[config.mk]
export PLATFORM = sky130hd
export DESIGN_NAME = ps2_ascii_decoder
export DESIGN_NICKNAME = d
export VERILOG_FILES = /design/src/rtl/ps2_ascii_decoder.sv
export SDC_FILE = /design/constraint.sdc
export NUM_CORES = 1
export LEC_CHECK = 0
export CAP_MARGIN = 10
export CELL_PAD_IN_SITES_DETAIL_PLACEMENT = 1
export CELL_PAD_IN_SITES_GLOBAL_PLACEMENT = 1
export CORE_MARGIN = 3
export CORE_UTILIZATION = 40
export CTS_CLUSTER_DIAMETER = 50
export DETAILED_ROUTE_END_ITERATION = 7
export GPL_ROUTABILITY_DRIVEN = 0
export GPL_TIMING_DRIVEN = 0
export HOLD_SLACK_MARGIN = 0.15
export MAX_ROUTING_LAYER = met4
export PLACE_DENSITY_LB_ADDON = 0.08
export SLEW_MARGIN = 20
export SYNTH_ARGS = -nofsm -noshare
export SYNTH_HDL_FRONTEND = slang
export SYNTH_SLANG_ARGS = --single-unit
[constraint.sdc]
create_clock -name clk -period 2.7 [get_ports clk]
set_input_delay 0.27 -clock clk [delete_from_list [all_inputs] [get_ports clk]]
set_output_delay 0.27 -clock clk [all_outputs]
set_load 0.02 [all_outputs]
[src/rtl/ps2_ascii_decoder.sv]
// PS/2 set-2 scan-code to ASCII decoder: prefix tracking, modifiers, typematic filter,
// press counter and a first-word-fall-through character FIFO.
module ps2_ascii_decoder #(
  parameter int FIFO_DEPTH = 8,
  parameter int COUNT_W    = 8,
  parameter int UPPER_EN   = 1
) (
  input  logic               clk,
  input  logic               clrn,
  input  logic [7:0]         scan_data,
  input  logic               scan_valid,
  input  logic               out_ready,
  output logic [7:0]         ascii_data,
  output logic               ascii_valid,
  output logic [7:0]         key_scan,
  output logic               key_pressed,
  output logic               shift_active,
  output logic               caps_lock,
  output logic [COUNT_W-1:0] press_count,
  output logic               overflow
);

  // state   | meaning
  // IDLE    | no prefix pending; next byte is a make or a prefix
  // BRK     | F0 seen; next byte is released
  // EXT     | E0 seen; extended codes are ignored
  // EXT_BRK | E0 F0 seen; next byte ignored
  typedef enum logic [1:0] {S_IDLE, S_BRK, S_EXT, S_EXT_BRK} state_t;

  localparam int AW = (FIFO_DEPTH > 1) ? $clog2(FIFO_DEPTH) : 1;

  state_t state_q, state_d;
  logic shift_l_q, shift_l_d, shift_r_q, shift_r_d;
  logic caps_q, caps_d;
  logic [7:0] key_scan_q, key_scan_d;
  logic key_pressed_q, key_pressed_d;
  logic [COUNT_W-1:0] press_count_q, press_count_d;
  logic push_q, push_d;
  logic [7:0] push_char_q, push_char_d;
  logic overflow_q, overflow_d;
  logic [7:0] mem [FIFO_DEPTH];
  logic [AW-1:0] rd_ptr_q, rd_ptr_d, wr_ptr_q, wr_ptr_d;
  logic [AW:0] count_q, count_d;

  logic make_ev, brk_ev, pop, full, do_push;
  logic [7:0] map_ch;

  function automatic logic [7:0] map_code(input logic [7:0] c);
    case (c)
      8'h1C: map_code = "a";  8'h32: map_code = "b";  8'h21: map_code = "c";
      8'h23: map_code = "d";  8'h24: map_code = "e";  8'h2B: map_code = "f";
      8'h34: map_code = "g";  8'h33: map_code = "h";  8'h43: map_code = "i";
      8'h3B: map_code = "j";  8'h42: map_code = "k";  8'h4B: map_code = "l";
      8'h3A: map_code = "m";  8'h31: map_code = "n";  8'h44: map_code = "o";
      8'h4D: map_code = "p";  8'h15: map_code = "q";  8'h2D: map_code = "r";
      8'h1B: map_code = "s";  8'h2C: map_code = "t";  8'h3C: map_code = "u";
      8'h2A: map_code = "v";  8'h1D: map_code = "w";  8'h22: map_code = "x";
      8'h35: map_code = "y";  8'h1A: map_code = "z";
      8'h45: map_code = "0";  8'h16: map_code = "1";  8'h1E: map_code = "2";
      8'h26: map_code = "3";  8'h25: map_code = "4";  8'h2E: map_code = "5";
      8'h36: map_code = "6";  8'h3D: map_code = "7";  8'h3E: map_code = "8";
      8'h46: map_code = "9";
      8'h29: map_code = 8'h20;
      8'h5A: map_code = 8'h0D;
      default: map_code = 8'h00;  // no mapped character is NUL
    endcase
  endfunction

  assign map_ch  = map_code(scan_data);
  assign make_ev = scan_valid && (state_q == S_IDLE) && (scan_data != 8'hF0) && (scan_data != 8'hE0);
  assign brk_ev  = scan_valid && (state_q == S_BRK);

  always_comb begin
    state_d       = state_q;
    shift_l_d     = shift_l_q;
    shift_r_d     = shift_r_q;
    caps_d        = caps_q;
    key_scan_d    = key_scan_q;
    key_pressed_d = key_pressed_q;
    press_count_d = press_count_q;
    push_d        = 1'b0;
    push_char_d   = push_char_q;

    if (scan_valid) begin
      case (state_q)
        S_IDLE:    state_d = (scan_data == 8'hF0) ? S_BRK :
                             (scan_data == 8'hE0) ? S_EXT : S_IDLE;
        S_EXT:     state_d = (scan_data == 8'hF0) ? S_EXT_BRK : S_IDLE;
        default:   state_d = S_IDLE;
      endcase
    end

    if (make_ev) begin
      if (scan_data == 8'h12) begin
        shift_l_d = 1'b1;
      end else if (scan_data == 8'h59) begin
        shift_r_d = 1'b1;
      end else if (!(key_pressed_q && (key_scan_q == scan_data))) begin
        key_scan_d    = scan_data;
        key_pressed_d = 1'b1;
        if (scan_data == 8'h58) caps_d = ~caps_q;
        if (map_ch != 8'h00) begin
          press_count_d = press_count_q + COUNT_W'(1);
          push_d        = 1'b1;
          push_char_d   = map_ch;
          if ((UPPER_EN != 0) && ((shift_l_q | shift_r_q) ^ caps_q) &&
              (map_ch >= "a") && (map_ch <= "z"))
            push_char_d = map_ch - 8'h20;
        end
      end
    end

    if (brk_ev) begin
      if (scan_data == 8'h12) shift_l_d = 1'b0;
      if (scan_data == 8'h59) shift_r_d = 1'b0;
      if (scan_data == key_scan_q) key_pressed_d = 1'b0;
    end
  end

  // The decoded character is registered once before entering the FIFO.
  assign pop        = (count_q != '0) && out_ready;
  assign full       = (count_q == (AW+1)'(FIFO_DEPTH));
  assign do_push    = push_q && (!full || pop);
  assign overflow_d = overflow_q | (push_q && full && !pop);
  assign rd_ptr_d   = pop ? rd_ptr_q + AW'(1) : rd_ptr_q;
  assign wr_ptr_d   = do_push ? wr_ptr_q + AW'(1) : wr_ptr_q;

  always_comb begin
    count_d = count_q;
    case ({do_push, pop})
      2'b10:   count_d = count_q + (AW+1)'(1);
      2'b01:   count_d = count_q - (AW+1)'(1);
      default: count_d = count_q;
    endcase
  end

  always_ff @(posedge clk) begin
    if (!clrn) begin
      state_q       <= S_IDLE;
      shift_l_q     <= 1'b0;
      shift_r_q     <= 1'b0;
      caps_q        <= 1'b0;
      key_scan_q    <= 8'h00;
      key_pressed_q <= 1'b0;
      press_count_q <= '0;
      push_q        <= 1'b0;
      push_char_q   <= 8'h00;
      overflow_q    <= 1'b0;
      rd_ptr_q      <= '0;
      wr_ptr_q      <= '0;
      count_q       <= '0;
    end else begin
      state_q       <= state_d;
      shift_l_q     <= shift_l_d;
      shift_r_q     <= shift_r_d;
      caps_q        <= caps_d;
      key_scan_q    <= key_scan_d;
      key_pressed_q <= key_pressed_d;
      press_count_q <= press_count_d;
      push_q        <= push_d;
      push_char_q   <= push_char_d;
      overflow_q    <= overflow_d;
      rd_ptr_q      <= rd_ptr_d;
      wr_ptr_q      <= wr_ptr_d;
      count_q       <= count_d;
    end
  end

  always_ff @(posedge clk) begin
    if (clrn && do_push) mem[wr_ptr_q] <= push_char_q;
  end

  assign ascii_valid  = (count_q != '0);
  assign ascii_data   = ascii_valid ? mem[rd_ptr_q] : 8'h00;
  assign key_scan     = key_scan_q;
  assign key_pressed  = key_pressed_q;
  assign shift_active = shift_l_q | shift_r_q;
  assign caps_lock    = caps_q;
  assign press_count  = press_count_q;
  assign overflow     = overflow_q;

endmodule

==> out/metrics.yaml, run 1 <==
status: "finished clean"
grt_pass1_vias: 4338
clk_latency_ns: 0.35
wl_met1_mm: 6.91
cts-root-buf: "clkbuf_16"
dp_slack_ns: -1.13
ctsLongestPathBuffers: 2
netlist.area_leader.share_pct: 34.3
combPwrFrac_pct: 25.1
p_leak_nw: 2.41
cts_hold_buf: 0
critPathTopFamily: "buffers and inverters"
r2r_start: "count_q[0]$_SDFFE_PN0P_"
worst_ep_arrival_time_ns: 2.30
drt-total-wl_mm: 15.1
syn_to_final_growth_pct: 19.2
io_pins: 41
crit_type: "reg2out"
endpoint_kind: "output pin"
fmax_ghz: 0.389
core_um2: 13500
syn-num-nets: 516
htreeDepth: 3
drt_first_pass_iters: 4
drive_above_1_share_pct: 20.0
diodes: 0
setup_viol: 0
synth_flop_cell: "edfxtp_1"
setup.worst_path.start_class: "register"
row_count: 42
worst_slew_pin_slew_ns: 0.888
ys_types: 74
total_power_mw: 4.33
yosys-top-cells-area: "edfxtp_1 (34%), dfxtp_1 (16%), mux4_2 (6.4%)"
max_stage_delay_ns: 0.57
fin_crit_ns: 2.57
antenna_left: 0
antenna_found_initial: 0
drtIter0Drc: 254
ys_warn_count: 0
worstHoldStart: "scan_data[7]"
required_ns: 2.43
synth.avg_cell_area_um2: 11.5
num_vias: 4064
finalHoldViolCount: 0
cp_slowest_cell: "mux4_2"
die_area_um2: 15500
fin_worst_skew_ns: 0.00946
rsz0062_at_grt: "no"
cts_tree: "built"
clockPowerShare_pct: 30.6
critPathMaxFanout: 10
yosys.area.top_type: "edfxtp_1"
rrSetupSlack_ns: 0.24
cts_buffers: 9
start_util_pct: 41.7
drc: 0
path_cells: "buf_6 > mux4_2 > mux2i_1 > nor2_1 > clkdlybuf4s50_1"
die_y_um: 124
p_per_area_nw_per_um2: 647
wl_met3_um: 459
hp-class: "in2reg"
synth_seq_cells: 109
route.met2.wl_mm: 7.45
layout.nets: 568
netSwitchingFraction_pct: 29.8
place_hpwl_mm: 11.0
synthCells: 489
finalCritPeriodShare_pct: 95.1
clkTransAtPathRegs_ns: 0.08
pwr-share-seq_pct: 44.3
top_layer_used: "met4"
synth_area_um2: 5610
grt.overflow.total: 0
setup_slack_ns: 0.131
drt-vias-per-instance: 5.63
switching_power_mw: 1.29
grt_pass1_wl_mm: 24.3
portBuffers: 37
wire_per_inst_um: 20.9
cp_num_buf_inv: 2
maxSlewViolCount: 0
die_x_um: 124
grt_use_total_pct: 20.5
async_reset_ff_share_pct: 0
maxCapViolations: 0
ir_worst_vdd_v: 0.000337
grt_max_degree: 20
internal_power_mw: 3.04
yosysSeqAreaShare_pct: 50.3
synth_edf_count: 64
slew-limit-headroom_pct: 40.6
cts_sinks: 109
## cell type report
class	instances	area [um^2]
Multi-Input combinational cell	329	2630
Fill cell	1470	6770
Inverter	21	88.8
Sequential cell	109	2830
Clock buffer	12	259
Buffer	27	193
Tap cell	176	220
Timing Repair Buffer	44	428
Clock inverter	4	37.5
## metrics by stage
step | util (%) | TNS, ns | instances | hold slack (ns) | cell area [um^2]
3_5_place_dp | 46.4 | -29.17 | 703 | 0.482 | 6240
6_report | 49.7 | 0 | 722 | 0.303 | 6690
5_1_grt | 49.7 | 0 | 722 | 0.324 | 6690
3_3_place_gp | 46.1 | -35.15 | 702 | 0.462 | 6210
4_1_cts | 49.2 | -0.00515 | 721 | 0.270 | 6620
2_1_floorplan | - | 0 | 489 | 0.414 | 5620
## cells in the final DEF, fill, tap and decap left out, drive strengths merged, types with 14 or more instances in the layout
| master | count |
|---|---|
| edfxtp | 64 |
| clkdlybuf4s50 | 30 |
| clkbuf | 19 |
| ha | 14 |
| dfxtp | 45 |
| a21oi | 27 |
| nor3 | 14 |
| mux2i | 25 |
| nand2 | 28 |
| mux4 | 16 |
| inv | 22 |
| nor2 | 60 |
| buf | 29 |
## synthesized netlist by cell type (2+ instances only)
cell type and count:
a31o_2 2, nand2_1 27, nand3b_1 3, a21oi_1 25, buf_4 3, o21a_1 2
edfxtp_1 64, nor3b_1 2, buf_6 5, o311a_1 3, nor4_1 4, nor3_1 14
mux4_2 16, o221ai_1 2, buf_1 2, a21o_1 8, nor2b_1 5, nand2b_1 12
a211oi_1 5, dfxtp_1 45, and2_1 4, o32ai_1 2, mux2i_1 25, o31ai_2 2
o21bai_1 3, o21ai_2 2, a31oi_1 2, or3_1 4, a311oi_1 2, nor2_1 59
o21ai_0 7, nand3_1 6, buf_2 11, and3_1 4, o22ai_1 2, clkbuf_1 9
or2_2 2, inv_1 20, ha_1 14, nand4_1 9, a21oi_4 2, o221a_2 2
xnor2_1 13, xor2_1 4
## flip-flops by register name, indices dropped and copies added, names as in the netlist, 2 cells and up, named ones only
name and cells:
mem 64, key_scan 8, press_count 8, push_char_q 8, count_q 4, rd_ptr_q 3, wr_ptr_q 3, state_q 2
## power groups by stage
stage,clock network [mW],registers (mW),logic [mW]
6_report,1.32,1.92,1.09
4_1_cts,1.36,1.92,1.09
2_1_floorplan,0,1.91,0.725
3_3_place_gp,0,1.91,1.05
3_5_place_dp,0,1.91,1.08
5_1_grt,1.43,1.93,1.19
## path summary, 6_finish.rpt
path / end / cells after the start
max reg2reg: count_q[3]$_SDFFE_PN0P_ / 11
min: key_scan[7]$_SDFFE_PN0P_ / 3
min reg2reg: overflow$_SDFF_PN0_ / 2
max: ascii_data[3] / 5
## what timing repair did
action / CTS / global route
setup endpoints to repair: 37 / 24
pin swaps: 3 / 6
cloned: 0 / 0
gates resized for setup: 29 / 29
setup buffers: 5 / 1
## per-layer routing
layer  track usage [%]  up-vias
met5                 -        -
met4              5.35        0
met3              4.29       19
met2              33.4       75
met1              26.3     2060
li1                  -     1910
## cell families after synthesis
kind of cell,Yosys count,share of synthesized area (%)
simple gates,163,14.8
mux,42,11.1
fa+ha+maj,15,3.48
xor+xnor,17,2.65
compound gates,92,13.2
flops,109,50.3
buf+inv,51,4.53
## worst reg2reg max path, stage by stage, from the launching register on
cell and delay, ns:
dfxtp_1 0.38, nor3_1 0.20, nand3b_1 0.13, and2_1 0.24, inv_2 0.10, ha_2 0.20, ha_1 0.23, a21o_1 0.17
a21oi_1 0.18, xnor2_1 0.10, or3_1 0.31, a21oi_1 0.14
(Power assumes the default switching activity.)
==> inputs of run 2 (changes only) <==
Settings changed: SLEW_MARGIN 20 to default.
==> run 2 against run 1 <==
Effect of this change: register-to-register slack hardly changed; non-clock buffer count up 4; total power is essentially flat; routed wire length up 0.27%; worst hold slack got worse by 0.0031 ns; via count up 1.3%; combinational power barely moved; sequential power about the same; critical endpoint unchanged; largest cell class unchanged; largest power group unchanged.
==> out/metrics.yaml, run 2 (synthesized netlist as in run 1, its figures left out) <==
drtIter0Drc: 239  # was 254
r2r_end: "count_q[3]$_SDFFE_PN0P_"  # unchanged
rsz0062_at_grt: "no"  # unchanged
worst_ep_arrival_time_ns: 2.30  # about the same
layout.nets: 572  # was 568
top_register: "mem"  # unchanged
maxSlewViolCount: 0  # unchanged
place_hpwl_mm: 11.1  # was 11.0 mm
critPathCapture: "ascii_data[3]"  # unchanged
drt-total-wl_mm: 15.1  # about the same
hp-class: "in2reg"  # unchanged
switching_power_mw: 1.28  # was 1.29 mW
drt-vias-per-instance: 5.67  # was 5.63
antenna_left: 0  # unchanged
r2r_start: "count_q[2]$_SDFFE_PN0P_"  # was count_q[0]$_SDFFE_PN0P_
final-instance-count-excl-fill: 726  # was 722
start_util_pct: 41.7  # unchanged
fin_crit_ns: 2.57  # about the same
num_vias: 4115  # was 4064
combPwrFrac_pct: 25.3  # was 25.1%
ff2ff_path_depth: 11  # unchanged
critPathMaxFanout: 10  # unchanged
grt_pass1_vias: 4342  # was 4338
fin_worst_skew_ns: 0.00667  # was 0.00946 ns
die_area_um2: 15500  # unchanged
clkTransAtPathRegs_ns: 0.07  # was 0.08 ns
endpoint_kind: "output pin"  # unchanged
grt.overflow.total: 0  # unchanged
htreeDepth: 3  # unchanged
dp_slack_ns: -1.13  # about the same
rrSetupSlack_ns: 0.23  # was 0.24 ns
largest_reg_flops: 64  # unchanged
ir_worst_vdd_v: 0.000288  # was 0.000337 V
setup.worst_path.start_class: "register"  # unchanged
crit_type: "reg2out"  # unchanged
fmax_ghz: 0.389  # about the same
cts-root-buf: "clkbuf_16"  # unchanged
grt_pass1_wl_mm: 24.4  # was 24.3 mm
required_ns: 2.43  # about the same
finalCritPeriodShare_pct: 95.2  # was 95.1%
finalHoldViolCount: 0  # unchanged
row_count: 42  # unchanged
io_pins: 41  # unchanged
drc: 0  # unchanged
slew-limit-headroom_pct: 40.1  # was 40.6%
cts_tree: "built"  # unchanged
antenna_found_initial: 0  # unchanged
hold-path-cell-count: 3  # unchanged
drive_above_1_share_pct: 20.2  # was 20.0%
fillers: 1474  # was 1470
p_per_area_nw_per_um2: 648  # was 647 nW/um^2
drt_first_pass_iters: 4  # unchanged
ctsLongestPathBuffers: 2  # unchanged
grt_max_degree: 19  # was 20
status: "finished clean"  # unchanged
clk_latency_ns: 0.35  # about the same
p_leak_nw: 2.40  # was 2.41 nW
internal_power_mw: 3.05  # was 3.04 mW
die_y_um: 124  # unchanged
setup_viol: 0  # unchanged
core_um2: 13500  # unchanged
maxCapViolations: 0  # unchanged
syn_to_final_growth_pct: 19.0  # was 19.2%
place_inst: 706  # was 703
pwr-share-seq_pct: 44.3  # about the same
cts_sinks: 109  # unchanged
layout_commonest_cell: "edfxtp_1"  # unchanged
portBuffers: 37  # unchanged
netSwitchingFraction_pct: 29.6  # was 29.8%
wire_per_inst_um: 20.9  # about the same
final_util_pct: 49.6  # was 49.7%
worst_slew_pin_slew_ns: 0.895  # was 0.888 ns
die_x_um: 124  # unchanged
final_cell_mix: "edfxtp_1 (64), nor2_1 (58), dfxtp_1 (42), clkdlybuf4s50_1 (31), nand2_1 (27)"  # was edfxtp_1 (64), nor2_1 (58), dfxtp_1 (43), clkdlybuf4s50_1 (30), nand2_1 (27)
grt_use_total_pct: 20.5  # about the same
diodes: 0  # unchanged
cts_buffers: 9  # unchanged
clockPowerShare_pct: 30.4  # was 30.6%
setup_slack_ns: 0.130  # was 0.131 ns
[run 2: cell types whose count changed in the layout (fill, tap and decap cells not counted), moves of 2 or more]
cell / before / now
dlygate4sd2_1: 0 / 2
dlymetal6s2s_1: 4 / 2
nor3_1: 8 / 12
nor3_2: 6 / 2
buf_2: 7 / 10
[run 2: power by group through the flow]
stage                     Sequential, mW  Combinational (mW)  Clock [mW]
after floorplan                     1.91               0.725           0
after global placement              1.91                1.05           0
after detailed placement            1.91                1.08           0
after CTS                           1.92                1.10        1.35
after global routing                1.93                1.20        1.42
final                               1.92                1.09        1.32
[run 2: cell type report]
type	count	area, um^2	area share, %
buffer	27	188	2.81
clock buffer	12	260	3.90
clock inverter	4	36.3	0.544
inverter	21	86.3	1.29
multi-input combinational	329	2610	39.1
sequential	109	2830	42.4
tap	176	220	3.30
timing repair buffer	48	448	6.71
[run 2: timing repair]
action                     4_1_cts  5_1_grt
setup endpoints to repair       37       31
resized for setup               29       22
pin swaps                        6        4
hold buffers                     0        0
buffers inserted                 7        0
[run 2: metrics by stage]
stage	instance area (um^2)	hold WS, ns	setup TNS [ns]	power (mW)
after global placement	6210	0.462	-35.15	2.96
final	6680	0.300	0	4.33
after floorplan	5620	0.414	0	2.63
after CTS	6630	0.284	0	4.37
after global routing	6680	0.329	0	4.55
after detailed placement	6240	0.485	-29.47	2.99
[run 2: how the worst min path moves through the flow]
stage,to,startpoint,slack [ns]
floorplan,key_scan[6]$_SDFFE_PN0P_,scan_data[6],0.41
global placement,overflow$_SDFF_PN0_,push_q$_SDFF_PP0_,0.46
detailed placement,overflow$_SDFF_PN0_,push_q$_SDFF_PP0_,0.48
CTS,key_scan[7]$_SDFFE_PN0P_,scan_data[7],0.28
global route,key_scan[7]$_SDFFE_PN0P_,scan_data[7],0.33
finish,key_scan[7]$_SDFFE_PN0P_,scan_data[7],0.30
[run 2: worst max-delay path: stages, from the launching register on]
cell	delay [ns]
dfxtp_4	0.44
buf_6	0.21
mux4_2	0.57
mux2i_1	0.15
nor2_1	0.05
clkdlybuf4s50_1	0.53
[run 2: layer usage]
layer | up-vias | wire (um) | global-route usage, %
li1 | 1921 | - | -
met1 | 2072 | 6480 | 25.8
met2 | 99 | 7570 | 33.8
met3 | 23 | 725 | 3.47
met4 | 0 | 368 | 6.58
met5 | - | 0 | -
==> inputs of run 3 (changes only) <==
Settings changed: CORE_MARGIN 3 to default.
==> run 3 against run 2 <==
Effect of this change: largest power group unchanged; non-clock buffer count up 1; sequential cell count did not move; setup slack worse by 0.0091 ns; sequential share of layout area shrank 0.090 points; utilization rose by 0.084 points.
==> out/metrics.yaml, run 3 (synthesized netlist as in run 1, its figures left out) <==
critPathMaxFanout: 10  # unchanged
drtIter0Drc: 164  # was 239
cts_sinks: 109  # unchanged
hp-class: "in2reg"  # unchanged
ir_worst_vdd_v: 0.000445  # was 0.000288 V
cp_slowest_cell: "clkdlybuf4s50_1"  # was mux4_2
fin_crit_ns: 2.58  # was 2.57 ns
critPathTopFamily: "buffers and inverters"  # unchanged
fin_area_um2: 6690  # was 6680 um^2
fillers: 1464  # was 1474
cts-root-buf: "clkbuf_16"  # unchanged
clkTransAtPathRegs_ns: 0.07  # about the same
num_vias: 4072  # was 4115
r2r_start: "count_q[2]$_SDFFE_PN0P_"  # unchanged
drc: 0  # unchanged
place_hpwl_mm: 10.9  # was 11.1 mm
io_pins: 41  # unchanged
finalHoldViolCount: 0  # unchanged
place_inst: 706  # unchanged
antenna_left: 0  # unchanged
ff2ff_path_depth: 11  # unchanged
multi_input_area_um2: 2610  # about the same
hold-path-cell-count: 3  # unchanged
grt_pass1_wl_mm: 24.5  # was 24.4 mm
cts_tree: "built"  # unchanged
antenna_found_initial: 0  # unchanged
ff_latch_area_um2: 2830  # about the same
place_area_um2: 6240  # unchanged
rrSetupSlack_ns: 0.20  # was 0.23 ns
start_util_pct: 41.7  # unchanged
finalCritPeriodShare_pct: 95.5  # was 95.2%
wire_per_inst_um: 20.9  # about the same
cts_buffers: 9  # unchanged
setup.worst_path.start_class: "primary input"  # was register
ctsLongestPathBuffers: 2  # unchanged
row_count: 42  # unchanged
top_register: "mem"  # unchanged
path_common_cell: "buf_4"
status: "finished clean"  # unchanged
diodes: 0  # unchanged
final_util_pct: 49.7  # was 49.6%
slew-limit-headroom_pct: 40.6  # was 40.1%
clk_latency_ns: 0.36  # was 0.35 ns
grt_max_degree: 18  # was 19
final-instance-count-excl-fill: 727  # was 726
die_y_um: 120  # was 124 um
timing.hold.ws_ns: 0.308  # was 0.300 ns
core_um2: 13500  # unchanged
maxSlewViolCount: 0  # unchanged
grt.overflow.total: 0  # unchanged
path_cells: "clkdlybuf4s50_1 > buf_4 > mux2i_1 > o32ai_1 > a22oi_2 > nand4_1 > nor4_4 > buf_4 > a2111oi_4 > and3_1 > o21a_1"  # was buf_6 > mux4_2 > mux2i_1 > nor2_1 > clkdlybuf4s50_1
fin_worst_skew_ns: 0.0107  # was 0.00667 ns
portBuffers: 37  # unchanged
whs_endpoint: "key_scan[7]$_SDFFE_PN0P_"  # unchanged
crit_path_start: "scan_data[4]"
die_area_um2: 14500  # was 15500 um^2
drive_above_1_share_pct: 19.6  # was 20.2%
max_stage_delay_ns: 0.58  # was 0.57 ns
grt_pass1_vias: 4317  # was 4342
layout_commonest_cell: "edfxtp_1"  # unchanged
p_per_area_nw_per_um2: 650  # was 648 nW/um^2
worst_ep_arrival_time_ns: 2.84  # was 2.30 ns
p_leak_nw: 2.40  # about the same
syn_to_final_growth_pct: 19.2  # was 19.0%
drt_first_pass_iters: 4  # unchanged
total_power_mw: 4.35  # was 4.33 mW
worstHoldStart: "scan_data[7]"  # unchanged
die_x_um: 120  # was 124 um
largest_reg_flops: 64  # unchanged
setup_viol: 0  # unchanged
cts_hold_buf: 0  # unchanged
cp_num_buf_inv: 3  # was 2
htreeDepth: 3  # unchanged
fmax_ghz: 0.388  # was 0.389 GHz
maxCapViolations: 0  # unchanged
drt-vias-per-instance: 5.60  # was 5.67
required_ns: 2.96  # was 2.43 ns
endpoint_kind: "register"  # was output pin
drt-total-wl_mm: 15.2  # was 15.1 mm
worst_slew_pin_slew_ns: 0.887  # was 0.895 ns
layout.nets: 573  # was 572
final_cell_mix: "edfxtp_1 (64), nor2_1 (58), dfxtp_1 (43), clkdlybuf4s50_1 (32), nand2_1 (27)"  # was edfxtp_1 (64), nor2_1 (58), dfxtp_1 (42), clkdlybuf4s50_1 (31), nand2_1 (27)
r2r_end: "count_q[3]$_SDFFE_PN0P_"  # unchanged
crit_type: "in2reg"  # was reg2out
grt_use_total_pct: 23.2  # was 20.5%
==> run 3: cell types whose count changed in the layout (fill, tap and decap cells not counted), moves of 2 or more <==
| cell | change |
|---|---|
| buf_2 | -2 |
| buf_4 | +3 |
| clkbuf_1 | +2 |
| clkbuf_2 | -2 |
| clkinv_4 | -2 |
==> run 3: per-layer routing <==
metal,up-vias,part of all wire (%),track usage (%)
li1,1919,-,-
met2,78,48,36.4
met5,-,0,-
met4,0,2.1,7.48
met3,20,4.5,4.62
met1,2055,46,30.2
==> run 3: how the worst max path moves through the flow <==
stage	depth (start not counted)	slack (ns)	endpoint
after floorplan	9	0.14	count_q[3]$_SDFFE_PN0P_
after global placement	13	-1.09	press_count[1]$_SDFFE_PN0P_
after detailed placement	13	-1.14	push_char_q[2]$_SDFFE_PN0P_
after CTS	11	0.01	press_count[7]$_SDFFE_PN0P_
after global routing	11	-0.03	count_q[3]$_SDFFE_PN0P_
final	11	0.12	press_count[7]$_SDFFE_PN0P_
==> run 3: worst register-to-register path, delay by kind of cell (launching register included) <==
family          cells  cell delay (ns)
simple gates        4             0.88
compound gates      3             0.52
fa+ha+maj           2             0.46
flops               1             0.38
buf+inv             1             0.10
xor+xnor            1             0.10
==> run 3: timing repair <==
action	CTS	global route
pin swaps	5	3
buffers inserted	7	1
resized for setup	35	15
endpoints found under the setup margin	37	25
cloned	0	0
==> run 3: final cells by class <==
class,instances,share of cell area (%)
sequential,109,42.3
buffer,27,2.98
tap,176,3.29
clock buffer,13,4.06
timing repair buffer,49,6.79
inverter,21,1.27
clock inverter,3,0.262
multi-input combinational,329,39.1
==> run 3: report_power, final <==
group	internal (mW)	leakage [nW]	switching, mW
sequential	1.82	0.980	0.105
combinational	0.537	1.27	0.569
clock	0.708	0.143	0.609
total	3.06	2.40	1.28
==> run 3: through the flow <==
step / TNS, ns / setup slack, ns
2_1_floorplan: 0 / 0.138
3_3_place_gp: -34.59 / -1.09
3_5_place_dp: -28.57 / -1.14
4_1_cts: 0 / 0.0101
5_1_grt: -0.0346 / -0.0346
6_report: 0 / 0.120
